[src/rtl/mc_ctrl_if.sv]
// Control-unit bus: instruction fields and memory / mul-div handshakes in,
// datapath strobes, selects and status out. The controller takes the master
// modport; the datapath side takes the slave modport.
interface mc_ctrl_if;
    logic [6:0] i_opcode;
    logic [6:0] i_funct7;
    logic       i_mem_ready;
    logic       i_md_done;

    logic       o_RegWrite;
    logic       o_MemWrite;
    logic       o_MemReq;
    logic       o_IRWrite;
    logic       o_AdrSrc;
    logic       o_PCUpdate;
    logic       o_Branch;
    logic [1:0] o_ResultSrc;
    logic [1:0] o_ALUSrcA;
    logic [1:0] o_ALUSrcB;
    logic [1:0] o_ALUOp;
    logic       o_md_start;
    logic       o_instr_done;
    logic       o_fault;
    logic [4:0] o_state;

    modport master (
        input  i_opcode, i_funct7, i_mem_ready, i_md_done,
        output o_RegWrite, o_MemWrite, o_MemReq, o_IRWrite, o_AdrSrc,
               o_PCUpdate, o_Branch, o_ResultSrc, o_ALUSrcA, o_ALUSrcB,
               o_ALUOp, o_md_start, o_instr_done, o_fault, o_state
    );

    modport slave (
        output i_opcode, i_funct7, i_mem_ready, i_md_done,
        input  o_RegWrite, o_MemWrite, o_MemReq, o_IRWrite, o_AdrSrc,
               o_PCUpdate, o_Branch, o_ResultSrc, o_ALUSrcA, o_ALUSrcB,
               o_ALUOp, o_md_start, o_instr_done, o_fault, o_state
    );
endinterface

[src/rtl/mc_ctrl_fsm.sv]
// Multicycle RV32I control unit. Sequences fetch/decode/execute/memory/
// writeback over a shared-ALU datapath, with ready-based memory handshake,
// optional memory timeout and optional mul/div dispatch. Outputs decode
// from the registered state; fetch strobes are qualified by i_mem_ready.
module mc_ctrl_fsm #(
    parameter bit          EN_MULDIV    = 1'b0,
    parameter int unsigned MEM_TIMEOUT  = 15,
    parameter bit          TRAP_ILLEGAL = 1'b1
) (
    input  logic       i_clk,
    input  logic       i_rstn,
    mc_ctrl_if.master  bus
);

    typedef enum logic [4:0] {
        S_IDLE     = 5'd0,  S_FETCH   = 5'd1,  S_DECODE  = 5'd2,
        S_MEMADR   = 5'd3,  S_MEMREAD = 5'd4,  S_MEMWB   = 5'd5,
        S_MEMWRITE = 5'd6,  S_EXEC_R  = 5'd7,  S_EXEC_I  = 5'd8,
        S_ALUWB    = 5'd9,  S_JAL     = 5'd10, S_JALR    = 5'd11,
        S_BRANCH   = 5'd12, S_LUI     = 5'd13, S_AUIPC   = 5'd14,
        S_EXEC_MD  = 5'd15, S_MDWB    = 5'd16, S_FAULT   = 5'd17
    } state_t;

    localparam logic [6:0] OP_LOAD   = 7'b0000011;
    localparam logic [6:0] OP_STORE  = 7'b0100011;
    localparam logic [6:0] OP_RTYPE  = 7'b0110011;
    localparam logic [6:0] OP_ITYPE  = 7'b0010011;
    localparam logic [6:0] OP_JAL    = 7'b1101111;
    localparam logic [6:0] OP_JALR   = 7'b1100111;
    localparam logic [6:0] OP_BRANCH = 7'b1100011;
    localparam logic [6:0] OP_LUI    = 7'b0110111;
    localparam logic [6:0] OP_AUIPC  = 7'b0010111;
    localparam logic [6:0] F7_MULDIV = 7'b0000001;

    // Counter must be at least one bit wide even when the timeout is disabled.
    localparam int unsigned CW    = (MEM_TIMEOUT > 32'd0) ? $clog2(MEM_TIMEOUT + 32'd1) : 32'd1;
    localparam logic [CW-1:0] LIMIT = CW'(MEM_TIMEOUT);

    state_t        r_state;
    state_t        w_state_nxt;
    logic [CW-1:0] r_wait_cnt;
    logic          r_md_seen;
    logic          w_wait;
    logic          w_timeout;

    // A memory state is stalling when memory has not answered this cycle.
    assign w_wait    = ((r_state == S_FETCH) || (r_state == S_MEMREAD) || (r_state == S_MEMWRITE))
                       && !bus.i_mem_ready;
    // Ready in the limit cycle takes precedence, so only a stalled cycle can time out.
    assign w_timeout = (MEM_TIMEOUT != 32'd0) && w_wait && (r_wait_cnt == LIMIT);

    // State register.
    always_ff @(posedge i_clk or negedge i_rstn) begin
        if (!i_rstn) begin
            r_state <= S_IDLE;
        end else begin
            r_state <= w_state_nxt;
        end
    end

    // Memory wait counter, cleared on any state change; mul/div first-cycle tracker.
    always_ff @(posedge i_clk or negedge i_rstn) begin
        if (!i_rstn) begin
            r_wait_cnt <= {CW{1'b0}};
            r_md_seen  <= 1'b0;
        end else begin
            if (w_state_nxt != r_state) begin
                r_wait_cnt <= {CW{1'b0}};
            end else if (w_wait) begin
                r_wait_cnt <= r_wait_cnt + CW'(1'b1);
            end else begin
                r_wait_cnt <= r_wait_cnt;
            end
            r_md_seen <= (r_state == S_EXEC_MD);
        end
    end

    // Next-state decode.
    always_comb begin
        w_state_nxt = r_state;
        case (r_state)
            S_IDLE:     w_state_nxt = S_FETCH;
            S_FETCH: begin
                if (bus.i_mem_ready)  w_state_nxt = S_DECODE;
                else if (w_timeout)   w_state_nxt = S_FAULT;
                else                  w_state_nxt = S_FETCH;
            end
            S_DECODE: begin
                case (bus.i_opcode)
                    OP_LOAD, OP_STORE: w_state_nxt = S_MEMADR;
                    OP_RTYPE: begin
                        if (EN_MULDIV && (bus.i_funct7 == F7_MULDIV)) w_state_nxt = S_EXEC_MD;
                        else                                           w_state_nxt = S_EXEC_R;
                    end
                    OP_ITYPE:  w_state_nxt = S_EXEC_I;
                    OP_JAL:    w_state_nxt = S_JAL;
                    OP_JALR:   w_state_nxt = S_JALR;
                    OP_BRANCH: w_state_nxt = S_BRANCH;
                    OP_LUI:    w_state_nxt = S_LUI;
                    OP_AUIPC:  w_state_nxt = S_AUIPC;
                    default:   w_state_nxt = TRAP_ILLEGAL ? S_FAULT : S_FETCH;
                endcase
            end
            S_MEMADR: begin
                if (bus.i_opcode == OP_LOAD) w_state_nxt = S_MEMREAD;
                else                         w_state_nxt = S_MEMWRITE;
            end
            S_MEMREAD: begin
                if (bus.i_mem_ready)  w_state_nxt = S_MEMWB;
                else if (w_timeout)   w_state_nxt = S_FAULT;
                else                  w_state_nxt = S_MEMREAD;
            end
            S_MEMWRITE: begin
                if (bus.i_mem_ready)  w_state_nxt = S_FETCH;
                else if (w_timeout)   w_state_nxt = S_FAULT;
                else                  w_state_nxt = S_MEMWRITE;
            end
            S_MEMWB:    w_state_nxt = S_FETCH;
            S_EXEC_R, S_EXEC_I, S_LUI, S_AUIPC: w_state_nxt = S_ALUWB;
            S_ALUWB:    w_state_nxt = S_FETCH;
            S_JALR:     w_state_nxt = S_JAL;
            S_JAL:      w_state_nxt = S_ALUWB;
            S_BRANCH:   w_state_nxt = S_FETCH;
            S_EXEC_MD: begin
                if (bus.i_md_done) w_state_nxt = S_MDWB;
                else               w_state_nxt = S_EXEC_MD;
            end
            S_MDWB:     w_state_nxt = S_FETCH;
            S_FAULT:    w_state_nxt = S_FAULT;
            default:    w_state_nxt = S_FAULT;
        endcase
    end

    // Datapath strobe/select decode from the registered state.
    always_comb begin
        bus.o_RegWrite  = 1'b0;
        bus.o_MemWrite  = 1'b0;
        bus.o_MemReq    = 1'b0;
        bus.o_IRWrite   = 1'b0;
        bus.o_AdrSrc    = 1'b0;
        bus.o_PCUpdate  = 1'b0;
        bus.o_Branch    = 1'b0;
        bus.o_ResultSrc = 2'b00;
        bus.o_ALUSrcA   = 2'b00;
        bus.o_ALUSrcB   = 2'b00;
        bus.o_ALUOp     = 2'b00;
        bus.o_md_start  = 1'b0;
        bus.o_fault     = 1'b0;
        bus.o_state     = r_state;
        case (r_state)
            S_FETCH: begin
                bus.o_MemReq    = 1'b1;
                bus.o_IRWrite   = bus.i_mem_ready;
                bus.o_PCUpdate  = bus.i_mem_ready;
                bus.o_ALUSrcB   = 2'b10;
                bus.o_ResultSrc = 2'b10;
            end
            S_DECODE, S_AUIPC: begin
                bus.o_ALUSrcA = 2'b01;
                bus.o_ALUSrcB = 2'b01;
            end
            S_MEMADR, S_JALR: begin
                bus.o_ALUSrcA = 2'b10;
                bus.o_ALUSrcB = 2'b01;
            end
            S_MEMREAD: begin
                bus.o_MemReq = 1'b1;
                bus.o_AdrSrc = 1'b1;
            end
            S_MEMWRITE: begin
                bus.o_MemReq   = 1'b1;
                bus.o_MemWrite = 1'b1;
                bus.o_AdrSrc   = 1'b1;
            end
            S_MEMWB: begin
                bus.o_ResultSrc = 2'b01;
                bus.o_RegWrite  = 1'b1;
            end
            S_EXEC_R: begin
                bus.o_ALUSrcA = 2'b10;
                bus.o_ALUOp   = 2'b10;
            end
            S_EXEC_I: begin
                bus.o_ALUSrcA = 2'b10;
                bus.o_ALUSrcB = 2'b01;
                bus.o_ALUOp   = 2'b10;
            end
            S_LUI: begin
                bus.o_ALUSrcA = 2'b11;
                bus.o_ALUSrcB = 2'b01;
            end
            S_ALUWB:   bus.o_RegWrite = 1'b1;
            S_JAL: begin
                bus.o_ALUSrcA  = 2'b01;
                bus.o_ALUSrcB  = 2'b10;
                bus.o_PCUpdate = 1'b1;
            end
            S_BRANCH: begin
                bus.o_ALUSrcA = 2'b10;
                bus.o_ALUOp   = 2'b01;
                bus.o_Branch  = 1'b1;
            end
            S_EXEC_MD: bus.o_md_start = !r_md_seen;
            S_MDWB: begin
                bus.o_ResultSrc = 2'b11;
                bus.o_RegWrite  = 1'b1;
            end
            S_FAULT:   bus.o_fault = 1'b1;
            default:   bus.o_fault = 1'b0;
        endcase
    end

    // Retire pulse: leaving an instruction state for FETCH (a FETCH stall is not a retire).
    always_comb begin
        if ((w_state_nxt == S_FETCH) && (r_state != S_IDLE) &&
            (r_state != S_FAULT) && (r_state != S_FETCH)) begin
            bus.o_instr_done = 1'b1;
        end else begin
            bus.o_instr_done = 1'b0;
        end
    end

endmodule

[src/flat_wrapper.sv]
// flat-port wrapper written by rule: the top's interface ports become plain ports
module mc_ctrl_fsm_flat 
#(
    parameter bit          EN_MULDIV    = 1'b0,
    parameter int unsigned MEM_TIMEOUT  = 15,
    parameter bit          TRAP_ILLEGAL = 1'b1
)
  (i_clk, i_rstn, bus_i_opcode, bus_i_funct7, bus_i_mem_ready, bus_i_md_done, bus_o_RegWrite, bus_o_MemWrite, bus_o_MemReq, bus_o_IRWrite, bus_o_AdrSrc, bus_o_PCUpdate, bus_o_Branch, bus_o_ResultSrc, bus_o_ALUSrcA, bus_o_ALUSrcB, bus_o_ALUOp, bus_o_md_start, bus_o_instr_done, bus_o_fault, bus_o_state);
  mc_ctrl_if bus_i ();
  input  logic i_clk;
  input  logic i_rstn;
  input wire logic [$bits(bus_i.i_opcode)-1:0] bus_i_opcode;
  input wire logic [$bits(bus_i.i_funct7)-1:0] bus_i_funct7;
  input wire logic [$bits(bus_i.i_mem_ready)-1:0] bus_i_mem_ready;
  input wire logic [$bits(bus_i.i_md_done)-1:0] bus_i_md_done;
  output wire logic [$bits(bus_i.o_RegWrite)-1:0] bus_o_RegWrite;
  output wire logic [$bits(bus_i.o_MemWrite)-1:0] bus_o_MemWrite;
  output wire logic [$bits(bus_i.o_MemReq)-1:0] bus_o_MemReq;
  output wire logic [$bits(bus_i.o_IRWrite)-1:0] bus_o_IRWrite;
  output wire logic [$bits(bus_i.o_AdrSrc)-1:0] bus_o_AdrSrc;
  output wire logic [$bits(bus_i.o_PCUpdate)-1:0] bus_o_PCUpdate;
  output wire logic [$bits(bus_i.o_Branch)-1:0] bus_o_Branch;
  output wire logic [$bits(bus_i.o_ResultSrc)-1:0] bus_o_ResultSrc;
  output wire logic [$bits(bus_i.o_ALUSrcA)-1:0] bus_o_ALUSrcA;
  output wire logic [$bits(bus_i.o_ALUSrcB)-1:0] bus_o_ALUSrcB;
  output wire logic [$bits(bus_i.o_ALUOp)-1:0] bus_o_ALUOp;
  output wire logic [$bits(bus_i.o_md_start)-1:0] bus_o_md_start;
  output wire logic [$bits(bus_i.o_instr_done)-1:0] bus_o_instr_done;
  output wire logic [$bits(bus_i.o_fault)-1:0] bus_o_fault;
  output wire logic [$bits(bus_i.o_state)-1:0] bus_o_state;
  assign bus_i.i_opcode = bus_i_opcode;
  assign bus_i.i_funct7 = bus_i_funct7;
  assign bus_i.i_mem_ready = bus_i_mem_ready;
  assign bus_i.i_md_done = bus_i_md_done;
  assign bus_o_RegWrite = bus_i.o_RegWrite;
  assign bus_o_MemWrite = bus_i.o_MemWrite;
  assign bus_o_MemReq = bus_i.o_MemReq;
  assign bus_o_IRWrite = bus_i.o_IRWrite;
  assign bus_o_AdrSrc = bus_i.o_AdrSrc;
  assign bus_o_PCUpdate = bus_i.o_PCUpdate;
  assign bus_o_Branch = bus_i.o_Branch;
  assign bus_o_ResultSrc = bus_i.o_ResultSrc;
  assign bus_o_ALUSrcA = bus_i.o_ALUSrcA;
  assign bus_o_ALUSrcB = bus_i.o_ALUSrcB;
  assign bus_o_ALUOp = bus_i.o_ALUOp;
  assign bus_o_md_start = bus_i.o_md_start;
  assign bus_o_instr_done = bus_i.o_instr_done;
  assign bus_o_fault = bus_i.o_fault;
  assign bus_o_state = bus_i.o_state;
  mc_ctrl_fsm #(.EN_MULDIV(EN_MULDIV), .MEM_TIMEOUT(MEM_TIMEOUT), .TRAP_ILLEGAL(TRAP_ILLEGAL)) u_core (.i_clk(i_clk), .i_rstn(i_rstn), .bus(bus_i));
endmodule
[config.mk]
export PLATFORM = sky130hd
export DESIGN_NAME = mc_ctrl_fsm_flat
export DESIGN_NICKNAME = d
export VERILOG_FILES = /design/src/rtl/mc_ctrl_if.sv /design/src/rtl/mc_ctrl_fsm.sv /design/src/flat_wrapper.sv
export SDC_FILE = /design/constraint.sdc
export NUM_CORES = 1
export LEC_CHECK = 0
export CAP_MARGIN = 30
export CORE_ASPECT_RATIO = 1.25
export CORE_MARGIN = 2
export CORE_UTILIZATION = 25
export CTS_BUF_LIST = sky130_fd_sc_hd__clkbuf_4 sky130_fd_sc_hd__clkbuf_8
export CTS_CLUSTER_DIAMETER = 30
export DETAILED_ROUTE_END_ITERATION = 8
export SLEW_MARGIN = 25
export SYNTH_ARGS = -nofsm -noshare
export SYNTH_HDL_FRONTEND = slang
export SYNTH_SLANG_ARGS = --single-unit
[constraint.sdc]
create_clock -name i_clk -period 6 [get_ports i_clk]
set_clock_uncertainty 0.05 [all_clocks]
set_input_delay 0.6 -clock i_clk [delete_from_list [all_inputs] [get_ports i_clk]]
set_output_delay 0.6 -clock i_clk [all_outputs]
set_load 0.05 [all_outputs]
==> flow_metrics.env <==
export IMPL_status="finished clean"
export IMPL_routed_via_density=5.172
export IMPL_synth_cells=177
export IMPL_start_kind="input port"
export IMPL_diodes=0
export IMPL_drc=0
export IMPL_grt_ovfl_total=0
export IMPL_syn_num_nets=196
export IMPL_p_leak_nw=0.6484
export IMPL_maxSlewViolCount=0
export IMPL_critPathCaptureType="output pin"
export IMPL_p_per_area_nw_per_um2=102.1
export IMPL_p_total_mw=0.1699
export IMPL_first_pass_iters=4
export IMPL_htree_levels=1
export IMPL_min_to="u_core.r_wait_cnt[3]"
export IMPL_min_period_over_period_pct=66.69
export IMPL_dpl_hpwl_um=2541
export IMPL_grt_pass1_wl_um=5816
export IMPL_dieHeight_um=83.49
export IMPL_coreArea_um2=4800
export IMPL_crit_family="buffers and inverters"
export IMPL_synth_area_um2=1264
export IMPL_rsz0062_at_grt="false"
export IMPL_cp_slowest_cell="clkdlybuf4s50_1"
export IMPL_synth_ff_type="dfrtp_1"
export IMPL_yosysWarnings=0
export IMPL_insertion_delay_ns=0.23
export IMPL_maxCapViolCount=0
export IMPL_cts_sinks=10
export IMPL_cts_resized=0
export IMPL_post_drt_wl_per_cell_um=13.19
export IMPL_cp_cell_sequence="clkdlybuf4s50_1 -> or4_1 -> or3_1 -> a21oi_1 -> nand3_1 -> nor3_1 -> clkdlybuf4s50_1"
export IMPL_finalCriticalPeriod_ns=4.002
export IMPL_tightest_slew_ns=0.8095
export IMPL_die_area_um2=5643
export IMPL_wl_um=3455
export IMPL_min_from="u_core.r_wait_cnt[3]"
export IMPL_grt_max_degree=27
export IMPL_cpPeakStageDelay_ns=0.85
export IMPL_holdWs_ns=0.5190
export IMPL_drt_initial_drc_count=106
export IMPL_r2r_cells=6
export IMPL_yosysUniqueCellTypes=56
export IMPL_avgSynthCellArea_um2=7.140
export IMPL_cp_common_cell="clkdlybuf4s50_1"
export IMPL_required_ns=5.35
export IMPL_path_buf_inv=2
export IMPL_synth_edff_count=0
export IMPL_preCtsSetupSlack_ns=2.014
export IMPL_grt_antenna_before_repair=0
export IMPL_synthArstFlopShare_pct=100.0
export IMPL_ios=41
export IMPL_crit_fanout=8
export IMPL_n_fill_cell=518
export IMPL_clock_root_buffer="clkbuf_8"
export IMPL_die_w_um=67.59
export IMPL_r2r_slack_ns=3.28
export IMPL_port_buffers=33
export IMPL_ys_seq_elements=10
export IMPL_ctsHoldBuffers=0
export IMPL_timing_rr_end="u_core.r_wait_cnt[1]"
export IMPL_drive_above_1_share_pct=7.426
export IMPL_max_freq_ghz=0.2499
export IMPL_nets=222
export IMPL_initial_core_util_pct=26.33
export IMPL_cts_setup_buffers=0
export IMPL_clock_tree_buffer_depth=2
export IMPL_num_rows=28
export IMPL_cp_data_arrival_time_ns=3.35
export IMPL_layout_common_cells="33 x clkdlybuf4s50_1, 18 x nor2_1, 15 x nor3_1, 14 x nand2_1, 12 x a21oi_1"
export IMPL_grt_pass1_vias=1187
export IMPL_gr_usage_all_layers_pct=12.89
export IMPL_timing_final_ws_setup_ns=1.998
export IMPL_timing_rr_start="u_core.bus.o_state[1]"
export IMPL_cts_tree="yes"
export IMPL_via_count=1355
export IMPL_final_common_cell="clkdlybuf4s50_1"
export IMPL_place_gp_congestion=0.8791
export IMPL_ant_nets=0
export IMPL_syn_to_final_growth_pct=31.68
export IMPL_relSlewSlack_pct=45.90
export IMPL_vdd_drop_max_v=0.00006952
export IMPL_path_class="in -> out"
export IMPL_finalHoldViolCount=0
export IMPL_seq_area_frac_synth_pct=19.80
export IMPL_setup_tns_ns=0
export IMPL_hold_path_depth=3
export IMPL_hold_class="reg -> reg"
export IMPL_cts_inserted_buffers=3
export IMPL_clk_pin_slew_worst_paths_ns=0.04
export IMPL_setup_viol=0
[flip-flops by register name (all words and copies together), names as in the netlist]
signal              flops
u_core.bus.o_state      5
u_core.r_wait_cnt       4
u_core.r_md_seen        1
[stage by stage]
stage,instances,area [µm²],util [%]
global route,262,1664,34.67
detailed placement,258,1609,33.52
floorplan,177,1264,-
CTS,262,1664,34.67
finish,262,1664,34.67
global placement,258,1609,33.52
[layer usage]
layer | GRT usage, % | routed length [µm]
met1 | 18.97 | 1695
met2 | 19.52 | 1619
met3 | 1.215 | 99
met4 | 3.896 | 40
met5 | 0 | 0
[worst max path at each step]
stage | from | to | depth (start not counted)
floorplan | u_core.bus.o_state[2] | bus_o_instr_done | 6
global placement | bus_i_opcode[5] | bus_o_instr_done | 7
detailed placement | bus_i_opcode[5] | bus_o_instr_done | 7
CTS | bus_i_opcode[5] | bus_o_instr_done | 7
global route | bus_i_opcode[5] | bus_o_instr_done | 7
finish | bus_i_opcode[5] | bus_o_instr_done | 7
[worst reg2reg max path: cells and delay by family, from the launching register on]
| family | cells | cell delay [ns] |
|---|---|---|
| flops | 1 | 0.80 |
| simple gates | 4 | 1.47 |
| compound gates | 2 | 0.29 |
[area by class of cell]
| cell class | instances | area, µm² | share of cell area [%] |
|---|---|---|---|
| clock buffer | 4 | 55.05 | 3.308 |
| inverter | 8 | 30.03 | 1.805 |
| multi-input combinational | 147 | 923.4 | 55.49 |
| sequential | 10 | 250.2 | 15.04 |
| tap | 60 | 75.07 | 4.511 |
| timing repair buffer | 33 | 330.3 | 19.85 |
[cell usage after synthesis, types with 2 or more instances]
| cell type | instances | share of area (%) |
|---|---|---|
| and4b_1 | 2 | 1.6 |
| a211oi_1 | 2 | 1.2 |
| buf_2 | 3 | 1.2 |
| or3_1 | 3 | 1.5 |
| nand3b_1 | 4 | 2.4 |
| nor3_1 | 15 | 5.9 |
| a21oi_1 | 12 | 4.8 |
| o22ai_1 | 2 | 0.99 |
| clkbuf_1 | 4 | 1.2 |
| buf_1 | 3 | 0.89 |
| nand3_1 | 7 | 2.8 |
| o21ai_0 | 3 | 1.2 |
| xnor2_1 | 3 | 2.1 |
| a211o_1 | 3 | 2.1 |
| nand2_1 | 14 | 4.2 |
| xor2_1 | 4 | 2.8 |
| inv_1 | 7 | 2.1 |
| or2_2 | 4 | 2.0 |
| a31oi_1 | 2 | 0.99 |
| or3b_1 | 2 | 1.4 |
| nor2_1 | 18 | 5.3 |
| nor2b_1 | 6 | 3.0 |
| o31a_1 | 2 | 1.4 |
| nor3b_1 | 2 | 1.2 |
| dfrtp_1 | 10 | 20 |
| and3_1 | 2 | 0.99 |
| nand2b_1 | 6 | 3.0 |
| nor4_1 | 3 | 1.5 |
| or4_4 | 2 | 1.8 |
[power breakdown]
| group | internal [mW] | switching, mW | leakage, nW | total, mW |
|---|---|---|---|---|
| sequential | 0.0677 | 0 | 0.129 | 0.0677 |
| clock | 0.0575 | 0.0247 | 0.0288 | 0.0822 |
| combinational | 0.0101 | 0.00987 | 0.490 | 0.0200 |
[cells by family (layout without fill, tap and decap cells)]
family	count (synthesis)	in the layout	synth area share [%]
AOI/OAI and AO/OA	40	40	22.48
xor gates and xnor gates	7	7	4.852
adders and majority gates	1	1	0.9899
buffers and inverters	20	45	7.128
DFF	10	10	19.80
muxes	1	1	0.7921
and+or+nand+nor	98	98	43.96
No activity file was read; power rests on OpenSTA's default activity.
